<file path="config.mk">
export PLATFORM = sky130hd
export DESIGN_NAME = axis_packet_arbiter
export DESIGN_NICKNAME = d
export VERILOG_FILES = /design/src/rtl/axis_packet_arbiter.sv
export SDC_FILE = /design/constraint.sdc
export NUM_CORES = 1
export LEC_CHECK = 0
export CAP_MARGIN = 10
export CORE_AREA = 4 4 109 70
export CTS_CLUSTER_DIAMETER = 150
export DETAILED_ROUTE_END_ITERATION = 10
export DIE_AREA = 0 0 113 74
export GPL_ROUTABILITY_DRIVEN = 0
export GPL_TIMING_DRIVEN = 0
export MAX_ROUTING_LAYER = met4
export PLACE_DENSITY = 0.75
export REMOVE_ABC_BUFFERS = 1
export SYNTH_ARGS = -nofsm -noshare
export SYNTH_HDL_FRONTEND = slang
export SYNTH_SLANG_ARGS = --single-unit
</file>
<file path="constraint.sdc">
create_clock -name clk -period 1.6 [get_ports clk]
set_input_delay 0.4 -clock clk [delete_from_list [all_inputs] [get_ports clk]]
set_output_delay 0.4 -clock clk [all_outputs]
set_load 0.05 [all_outputs]
</file>
<file path="src/rtl/axis_packet_arbiter.sv">
// Two-source AXI-Stream packet arbiter. Grants whole packets (terminated by
// last or by a forced last after MAX_BEATS beats) to one source at a time,
// with fixed or round-robin priority. The granted source is passed through
// combinationally, so there is no buffering and no added per-beat latency.
module axis_packet_arbiter #(
  parameter int DATA_WIDTH = 24,
  parameter int MAX_BEATS  = 2,
  parameter int CNT_WIDTH  = 16
) (
  input  logic                  clk,
  input  logic                  resetn,
  input  logic [DATA_WIDTH-1:0] s0_axis_data,
  input  logic                  s0_axis_valid,
  input  logic                  s0_axis_last,
  output logic                  s0_axis_ready,
  input  logic [DATA_WIDTH-1:0] s1_axis_data,
  input  logic                  s1_axis_valid,
  input  logic                  s1_axis_last,
  output logic                  s1_axis_ready,
  output logic [DATA_WIDTH-1:0] m_axis_data,
  output logic                  m_axis_valid,
  output logic                  m_axis_last,
  input  logic                  m_axis_ready,
  input  logic                  fixed_prio,
  output logic [1:0]            grant,
  output logic [CNT_WIDTH-1:0]  pkt_cnt0,
  output logic [CNT_WIDTH-1:0]  pkt_cnt1,
  input  logic                  err_clr,
  output logic                  err_overlen
);

  // Beat counter only needs to reach MAX_BEATS-1; keep at least one bit.
  localparam int BCW = (MAX_BEATS > 1) ? $clog2(MAX_BEATS) : 1;
  localparam logic [BCW-1:0] LAST_IDX = BCW'(MAX_BEATS - 1);

  typedef enum logic {IDLE = 1'b0, BUSY = 1'b1} state_t;

  state_t               state_q, state_d;
  logic [1:0]           grant_q, grant_d;
  logic                 last_grant_q, last_grant_d;  // 0: s0 served last, 1: s1
  logic [BCW-1:0]       beat_cnt_q, beat_cnt_d;
  logic [CNT_WIDTH-1:0] pkt_cnt0_q, pkt_cnt1_q;
  logic                 err_q;

  logic                  sel_valid, sel_last, out_last;
  logic [DATA_WIDTH-1:0] sel_data;
  logic                  done0, done1, forced;

  assign grant       = grant_q;
  assign pkt_cnt0    = pkt_cnt0_q;
  assign pkt_cnt1    = pkt_cnt1_q;
  assign err_overlen = err_q;

  // Arbitration, pass-through muxing and packet completion decode.
  always_comb begin
    state_d       = state_q;
    grant_d       = grant_q;
    last_grant_d  = last_grant_q;
    beat_cnt_d    = beat_cnt_q;
    done0         = 1'b0;
    done1         = 1'b0;
    forced        = 1'b0;
    out_last      = 1'b0;
    m_axis_valid  = 1'b0;
    m_axis_last   = 1'b0;
    m_axis_data   = '0;
    s0_axis_ready = 1'b0;
    s1_axis_ready = 1'b0;
    sel_valid     = grant_q[1] ? s1_axis_valid : s0_axis_valid;
    sel_last      = grant_q[1] ? s1_axis_last  : s0_axis_last;
    sel_data      = grant_q[1] ? s1_axis_data  : s0_axis_data;
    case (state_q)
      IDLE: begin
        if (s0_axis_valid || s1_axis_valid) begin
          state_d    = BUSY;
          beat_cnt_d = '0;
          if (s0_axis_valid && s1_axis_valid)
            grant_d = (fixed_prio || last_grant_q) ? 2'b01 : 2'b10;
          else
            grant_d = s0_axis_valid ? 2'b01 : 2'b10;
        end
      end
      BUSY: begin
        out_last      = sel_last || (beat_cnt_q == LAST_IDX);
        m_axis_valid  = sel_valid;
        m_axis_last   = out_last;
        m_axis_data   = sel_data;
        s0_axis_ready = grant_q[0] & m_axis_ready;
        s1_axis_ready = grant_q[1] & m_axis_ready;
        if (sel_valid && m_axis_ready) begin
          if (out_last) begin
            beat_cnt_d   = '0;
            last_grant_d = grant_q[1];
            done0        = grant_q[0];
            done1        = grant_q[1];
            forced       = ~sel_last;
            grant_d      = 2'b00;
            state_d      = IDLE;
          end else begin
            beat_cnt_d = beat_cnt_q + BCW'(1);
          end
        end
      end
      default: state_d = IDLE;
    endcase
  end

  // FSM, grant and beat position registers.
  always_ff @(posedge clk or negedge resetn) begin
    if (!resetn) begin
      state_q      <= IDLE;
      grant_q      <= 2'b00;
      last_grant_q <= 1'b1;
      beat_cnt_q   <= '0;
    end else begin
      state_q      <= state_d;
      grant_q      <= grant_d;
      last_grant_q <= last_grant_d;
      beat_cnt_q   <= beat_cnt_d;
    end
  end

  // Per-source completed-packet counters (free-running wrap).
  always_ff @(posedge clk or negedge resetn) begin
    if (!resetn) begin
      pkt_cnt0_q <= '0;
      pkt_cnt1_q <= '0;
    end else begin
      if (done0) pkt_cnt0_q <= pkt_cnt0_q + CNT_WIDTH'(1);
      if (done1) pkt_cnt1_q <= pkt_cnt1_q + CNT_WIDTH'(1);
    end
  end

  // Sticky over-length flag; a new forced last beats a simultaneous clear.
  always_ff @(posedge clk or negedge resetn) begin
    if (!resetn)      err_q <= 1'b0;
    else if (forced)  err_q <= 1'b1;
    else if (err_clr) err_q <= 1'b0;
  end

endmodule

</file>
==> results by group, run 1 <==
Run status
  – Status: finished with violations
  – Failing checks: negative setup slack

Timing
  – Fmax: 514.6 MHz
  – Hold Fails Final Rpt: 0
  – Slew at the pin with the worst max-slew slack: 0.8354 ns
  – Final Skew: 0.003899 ns
  – Period Utilization, post-route: 121.5%
  – Setup ws final: -0.3433 ns
  – Final min period: 1.943 ns
  – Final setup violation count: 45
  – Relative slew slack: 44.31%
  – Worst Hold Slack: 0.2061 ns
  – RSZ-0062 raised after global routing: true
  – Final setup TNS: -8.731 ns
  – Max-slew violation count: 0

Clock network
  – CTS H-tree lvls: 2
  – Clock Latency Late Sink: 0.29 ns
  – CTS Sinks: 38
  – Root Buffer: clkbuf_8
  – Clock-pin transition on the worst setup and hold timing paths: 0.08 ns
  – Clk buf depth: 2
  – CTS tree: done
  – Post-CTS Hold Buffers: 0
  – CTS buffer count: 5

Route
  – Wirelength, routed: 8.080 mm
  – Initial DRC Count: 194
  – First-pass DRT Iterations: 4
  – DRC Markers: 0
  – Met1 Routed Length: 3.592 mm
  – Vias per inst: 5.157
  – Top sig layer: met4
  – Post-route ant nets: 0
  – Routed length per instance: 17.64 um
  – Metal3 WL: 523 um
  – Vias: 2362
  – Met2 Wirelength: 3.869 mm

Cells and area
  – Area grow syn2layout: 81.17%
  – Diodes inserted: 0
  – Share of post-route cells with drive strength above 1: 35.31%
  – Nets: 429

GRT
  – Grt ovf: 0
  – Largest net degree at the start of global routing: 39
  – First-pass GRT wire length: 11.60 mm
  – Initial antenna violation count: 0
  – Vias in the first global route: 2255
  – Total GRT Usage: 18.09%

Floorplan
  – Initial core utilization: 35.40%
  – Core box area: 6533 um2
  – Rows: 23
  – Die outline width: 113 um
  – IO Count: 120
  – Height of the die: 74 um
  – Die area: 8362 um2

Setup path
  – Worst Path Required: 1.20 ns
  – Crit-path max FO: 4
  – Crit-path cells: buf_8 -> buf_12 -> mux2i_1 -> nor2b_1 -> buf_6
  – WP data arrival: 1.54 ns
  – Setup CP Type: register to output port
  – Critical Path Max Stage Delay: 0.54 ns
  – Setup crit end kind: output port
  – Crit path max-delay family: flip-flops
  – Startpoint Class: register
  – Critical path's slowest cell: dfrtp_4
  – CP bufs+invs: 3

Flow run
  – MaxCap Viol Count: 0

Yosys
  – Number of flops mapped to enable cells by yosys: 0
  – Top-count cell post-synth: dfrtp_1
  – Cell taking the most area after synthesis: dfrtp_1
  – Largest cells by area after synthesis: dfrtp_1 (40%), mux2i_1 (11%), xnor2_1 (7.6%)
  – Sequential element share of the synthesized area: 41.18%
  – Share of the synthesized area in the top cell type: 40.04%
  – Top cells by count, synth: dfrtp_1 (37), mux2i_1 (26), nor2b_1 (26), xnor2_1 (20)
  – #FFs+latches synth: 38
  – Share of flip-flops with an asynchronous set or reset: 100.0%
  – Primary FF master, synth: dfrtp_1
  – Synthesis Warnings: 0
  – Syn Area/Cell: 10.10 um2
  – Synth Cell Area: 2312 um2
  – Synth cell types: 38
  – Synth Instances: 229

Place
  – Pre-CTS WS: -1.045 ns
  – HPWL Detailed: 5.098 mm
  – Port bufs: 119

Power and ir drop
  – Peak VDD IR: 1088 uV
  – Pwr dens: 1488 nW/um2
  – Pwr Total: 6.234 mW
  – Leakage: 1.815 nW

Worst hold path
  – Hold Crit Class: input port to asynchronous set/reset pin
[registers in the layout (all words and copies together), names as in the netlist]
name,count
pkt_cnt0,16
grant,2
pkt_cnt1,16
state_q,1
err_overlen,1
beat_cnt_q,1
last_grant_q,1
[per-layer routing]
| layer | up-vias | GRT usage [%] |
|---|---|---|
| li1 | 1095 | - |
| met1 | 1161 | 24.94 |
| met2 | 94 | 28.02 |
| met3 | 12 | 4.065 |
| met4 | 0 | 2.800 |
| met5 | - | - |
[worst paths after layout]
check,startpoint,end,slack [ns],depth (start not counted)
max,grant[1],m_axis_data[18],-0.34,5
min,resetn,pkt_cnt0[12],0.21,1
max reg2reg,grant[1],pkt_cnt0[12],-0.27,5
min reg2reg,pkt_cnt1[15],pkt_cnt1[15],0.47,1
max in group asynchronous,resetn,grant[1],0.78,1
min in group clk,pkt_cnt1[15],pkt_cnt1[15],0.47,1
[per-stage QoR]
step                      area [um2]  cells  utilization [%]
after detailed placement        3563    424            54.55
after global routing            4189    458            64.13
final                           4189    458            64.13
after global placement          3561    424            54.51
after floorplan                 2261    218                -
after CTS                       3973    448            60.81
[final cells by class]
class	instances	area (um2)
fillers	519	2344
multi-input cells	179	1516
repair buffers	143	1500
flip-flops and latches	38	960.9
well taps	87	108.9
clock buffers	7	86.33
inverters	3	11.26
clock inverters	1	5.005
[worst reg2reg max path: cells and delay by family, from the launching register on]
kind	cells	cell delay (ns)
AND/OR/NAND/NOR	2	0.66
flip-flops	1	0.49
AO/OA/AOI/OAI	1	0.28
buffers and inverters	1	0.19
XOR/XNOR	1	0.14
[kinds of logic after synthesis]
| family | Yosys count | synth area share (%) |
|---|---|---|
| AOI/OAI and AO/OA | 12 | 3.896 |
| xor gates and xnor gates | 30 | 11.69 |
| adders and majority gates | 2 | 1.082 |
| buffers and inverters | 14 | 2.706 |
| DFF | 38 | 41.18 |
| muxes | 28 | 12.23 |
| and+or+nand+nor | 105 | 27.22 |
[power breakdown]
group / total [mW] / switching (mW) / internal [mW] / leakage [nW]
clock network: 0.697 / 0.349 / 0.348 / 0.0482
logic: 4.21 / 2.45 / 1.76 / 1.26
registers: 1.32 / 0.217 / 1.11 / 0.509
total: 6.23 / 3.01 / 3.22 / 1.81
[timing repair]
action                     4_1_cts  5_1_grt
buffers inserted                14       10
gates cloned                     2        0
pin swaps                        4        5
gates resized for setup        327       44
setup endpoints to repair      101       68
[placed cells by master, fill, tap and decap left out, types with 3 or more instances in the layout]
cell             instances
and3_1                   5
inv_1                    3
dfrtp_1                 34
clkbuf_2                 4
buf_6                   33
dlygate4sd2_1            3
buf_2                    4
nor3_1                   3
buf_8                    3
mux2i_1                 24
buf_12                   5
nor4_4                   5
buf_4                   12
nand4_1                 14
o22ai_4                  3
xnor2_1                 20
xor2_1                   9
clkbuf_8                 6
clkdlybuf4s15_2         25
nand3_1                 11
nor2_1                   9
a21oi_1                  3
clkdlybuf4s50_1         50
nor2b_1                 26
nand2_1                 11
Note: power is estimated with default switching activity, not from simulation.
==> inputs of run 2 (changes only) <==
- HOLD_SLACK_MARGIN: unset -> 0.02
- PLACE_DENSITY: 0.75 -> unset
- PLACE_DENSITY_LB_ADDON: unset -> 0.08
==> results by group, run 2 (synthesis gave the netlist of run 1 again) <==
Cells and area
  – Nets: 426 (-0.70%)
  – Final-layout fill cell count: 556 (+7.1%)
  – Final instance area: 4019 um2 (-4.1%)
  – Most common cell after layout, fill and taps aside: clkdlybuf4s50_1
  – Share of post-route cells with drive strength above 1: 34.24% (-1.1 points)
  – Area grow syn2layout: 73.81%
  – Commonest cells after routing, fill and taps aside: clkdlybuf4s50_1 (52), dfrtp_1 (33), buf_6 (32)
  – Diodes inserted: 0 (unchanged)

Setup path
  – FF-to-FF Start: grant[1]
  – Startpoint Class: register
  – Setup slack, reg-to-reg: -0.24 ns (+0.03 ns)
  – Worst Path Required: 1.20 ns (about the same)
  – Critical path's slowest cell: dfrtp_4
  – Crit path max-delay family: flip-flops
  – R2R Path End: pkt_cnt0[12]
  – Critical Path Max Stage Delay: 0.54 ns (about the same)
  – Crit-path max FO: 9 (+5)
  – CP bufs+invs: 2 (-1)
  – Crit-path cells: buf_12 -> mux2i_2 -> nor2b_1 -> buf_6
  – Setup CP Type: register to output port
  – Setup crit end kind: output port
  – WP data arrival: 1.50 ns (-0.04 ns)
  – R2R cell count: 5 (unchanged)

Floorplan
  – Initial core utilization: 35.40% (unchanged)
  – Die area: 8362 um2 (unchanged)
  – Rows: 23 (unchanged)
  – Height of the die: 74 um (unchanged)
  – Core box area: 6533 um2 (unchanged)
  – IO Count: 120 (unchanged)
  – Die outline width: 113 um (unchanged)

Place
  – Port bufs: 119 (unchanged)
  – Area after DPL: 3563 um2 (unchanged)
  – HPWL Detailed: 5.013 mm (-1.7%)
  – Pre-CTS WS: -1.084 ns (-0.03897 ns)

Timing
  – Setup ws final: -0.2980 ns (+0.04533 ns)
  – Final min period: 1.898 ns (-0.04533 ns)
  – Final setup TNS: -8.238 ns (+0.4929 ns)
  – Hold Fails Final Rpt: 0 (unchanged)
  – Worst Hold Slack: 0.2302 ns (+0.02406 ns)
  – Period Utilization, post-route: 118.6% (-2.8 points)
  – Max-slew violation count: 0 (unchanged)
  – Fmax: 526.9 MHz (+2.4%)
  – Final setup violation count: 48 (+6.7%)
  – Relative slew slack: 41.35% (-3.0 points)
  – Slew at the pin with the worst max-slew slack: 0.8798 ns (+0.04440 ns)
  – RSZ-0062 raised after global routing: true
  – Final Skew: 0.007251 ns (+0.003352 ns)

Clock network
  – Clk buf depth: 2 (unchanged)
  – Clock Latency Late Sink: 0.29 ns (about the same)
  – Post-CTS Hold Buffers: 0 (unchanged)
  – Root Buffer: clkbuf_8
  – CTS H-tree lvls: 2 (unchanged)
  – CTS tree: done
  – Clock-pin transition on the worst setup and hold timing paths: 0.07 ns (about the same)
  – CTS buffer count: 5 (unchanged)
  – CTS Sinks: 38 (unchanged)

Power and ir drop
  – Pwr dens: 1471 nW/um2 (-1.2%)
  – Leakage: 1.707 nW (-6.0%)
  – Peak VDD IR: 1133 uV (+4.2%)

GRT
  – First-pass GRT wire length: 10.96 mm (-5.5%)
  – Vias in the first global route: 2075 (-8.0%)
  – Initial antenna violation count: 0 (unchanged)
  – Total GRT Usage: 17.28% (-0.81 points)
  – Largest net degree at the start of global routing: 39 (unchanged)
  – Grt ovf: 0 (unchanged)

Worst hold path
  – Hold Crit Class: input port to asynchronous set/reset pin

Route
  – Vias per inst: 4.879 (-5.4%)
  – Wirelength, routed: 7.328 mm (-9.3%)
  – Initial DRC Count: 69 (-64%)
  – First-pass DRT Iterations: 4 (unchanged)
  – DRC Markers: 0 (unchanged)
  – Post-route ant nets: 0 (unchanged)
  – Vias: 2220 (-6.0%)
  – Routed length per instance: 16.11 um (-8.7%)

Run status
  – Failing checks: negative setup slack
  – Status: finished with violations

Flow run
  – MaxCap Viol Count: 0 (unchanged)
-- run 2: stage by stage --
step,util (%),power [mW],cells
after floorplan,-,3.406,218
after global placement,54.51,4.508,424
after detailed placement,54.55,4.507,424
after CTS,59.97,5.695,449
after global routing,61.52,6.190,455
final,61.52,5.911,455
-- run 2: timing repair --
item	CTS	global route
setup buffers	16	6
pin swaps	3	4
cloned	1	0
setup endpoints to repair	101	71
resized for setup	313	38
-- run 2: worst max-delay path by stage --
stage | endpoint | from | depth (start not counted) | slack, ns
after global placement | pkt_cnt0[1] | grant[1] | 4 | -2.23
after floorplan | m_axis_last | grant[1] | 2 | -1.74
after CTS | m_axis_valid | grant[1] | 4 | -0.31
after detailed placement | m_axis_last | grant[1] | 3 | -1.08
final | m_axis_valid | grant[1] | 4 | -0.30
after global routing | m_axis_valid | grant[1] | 4 | -0.35
-- run 2: power breakdown --
group | internal [mW] | switching, mW | leakage (nW)
combinational | 1.60 | 2.31 | 1.15
sequential | 1.11 | 0.200 | 0.508
clock | 0.352 | 0.335 | 0.0455
-- run 2: routing by layer --
| layer | GRT usage (%) | part of all wire, % | up-vias |
|---|---|---|---|
| li1 | - | - | 1082 |
| met1 | 26.11 | 50 | 1061 |
| met2 | 23.49 | 44 | 71 |
| met3 | 3.984 | 5.3 | 6 |
| met4 | 3.067 | 0.57 | 0 |
| met5 | - | 0 | - |
-- run 2: layout make-up --
cell class	count	area [um2]	area share [%]
inverter	3	11.26	0.2802
tap	87	108.9	2.709
timing repair buffer	141	1431	35.62
multi-input combinational	178	1415	35.21
clock buffer	8	90.09	2.242
sequential	38	962.2	23.94
-- run 2: worst reg2reg max path, stage by stage (launching register included) --
cell     delay [ns]
dfrtp_4        0.49
buf_12         0.19
nand2_2        0.14
o22a_4         0.25
or4b_4         0.53
xnor2_2        0.14
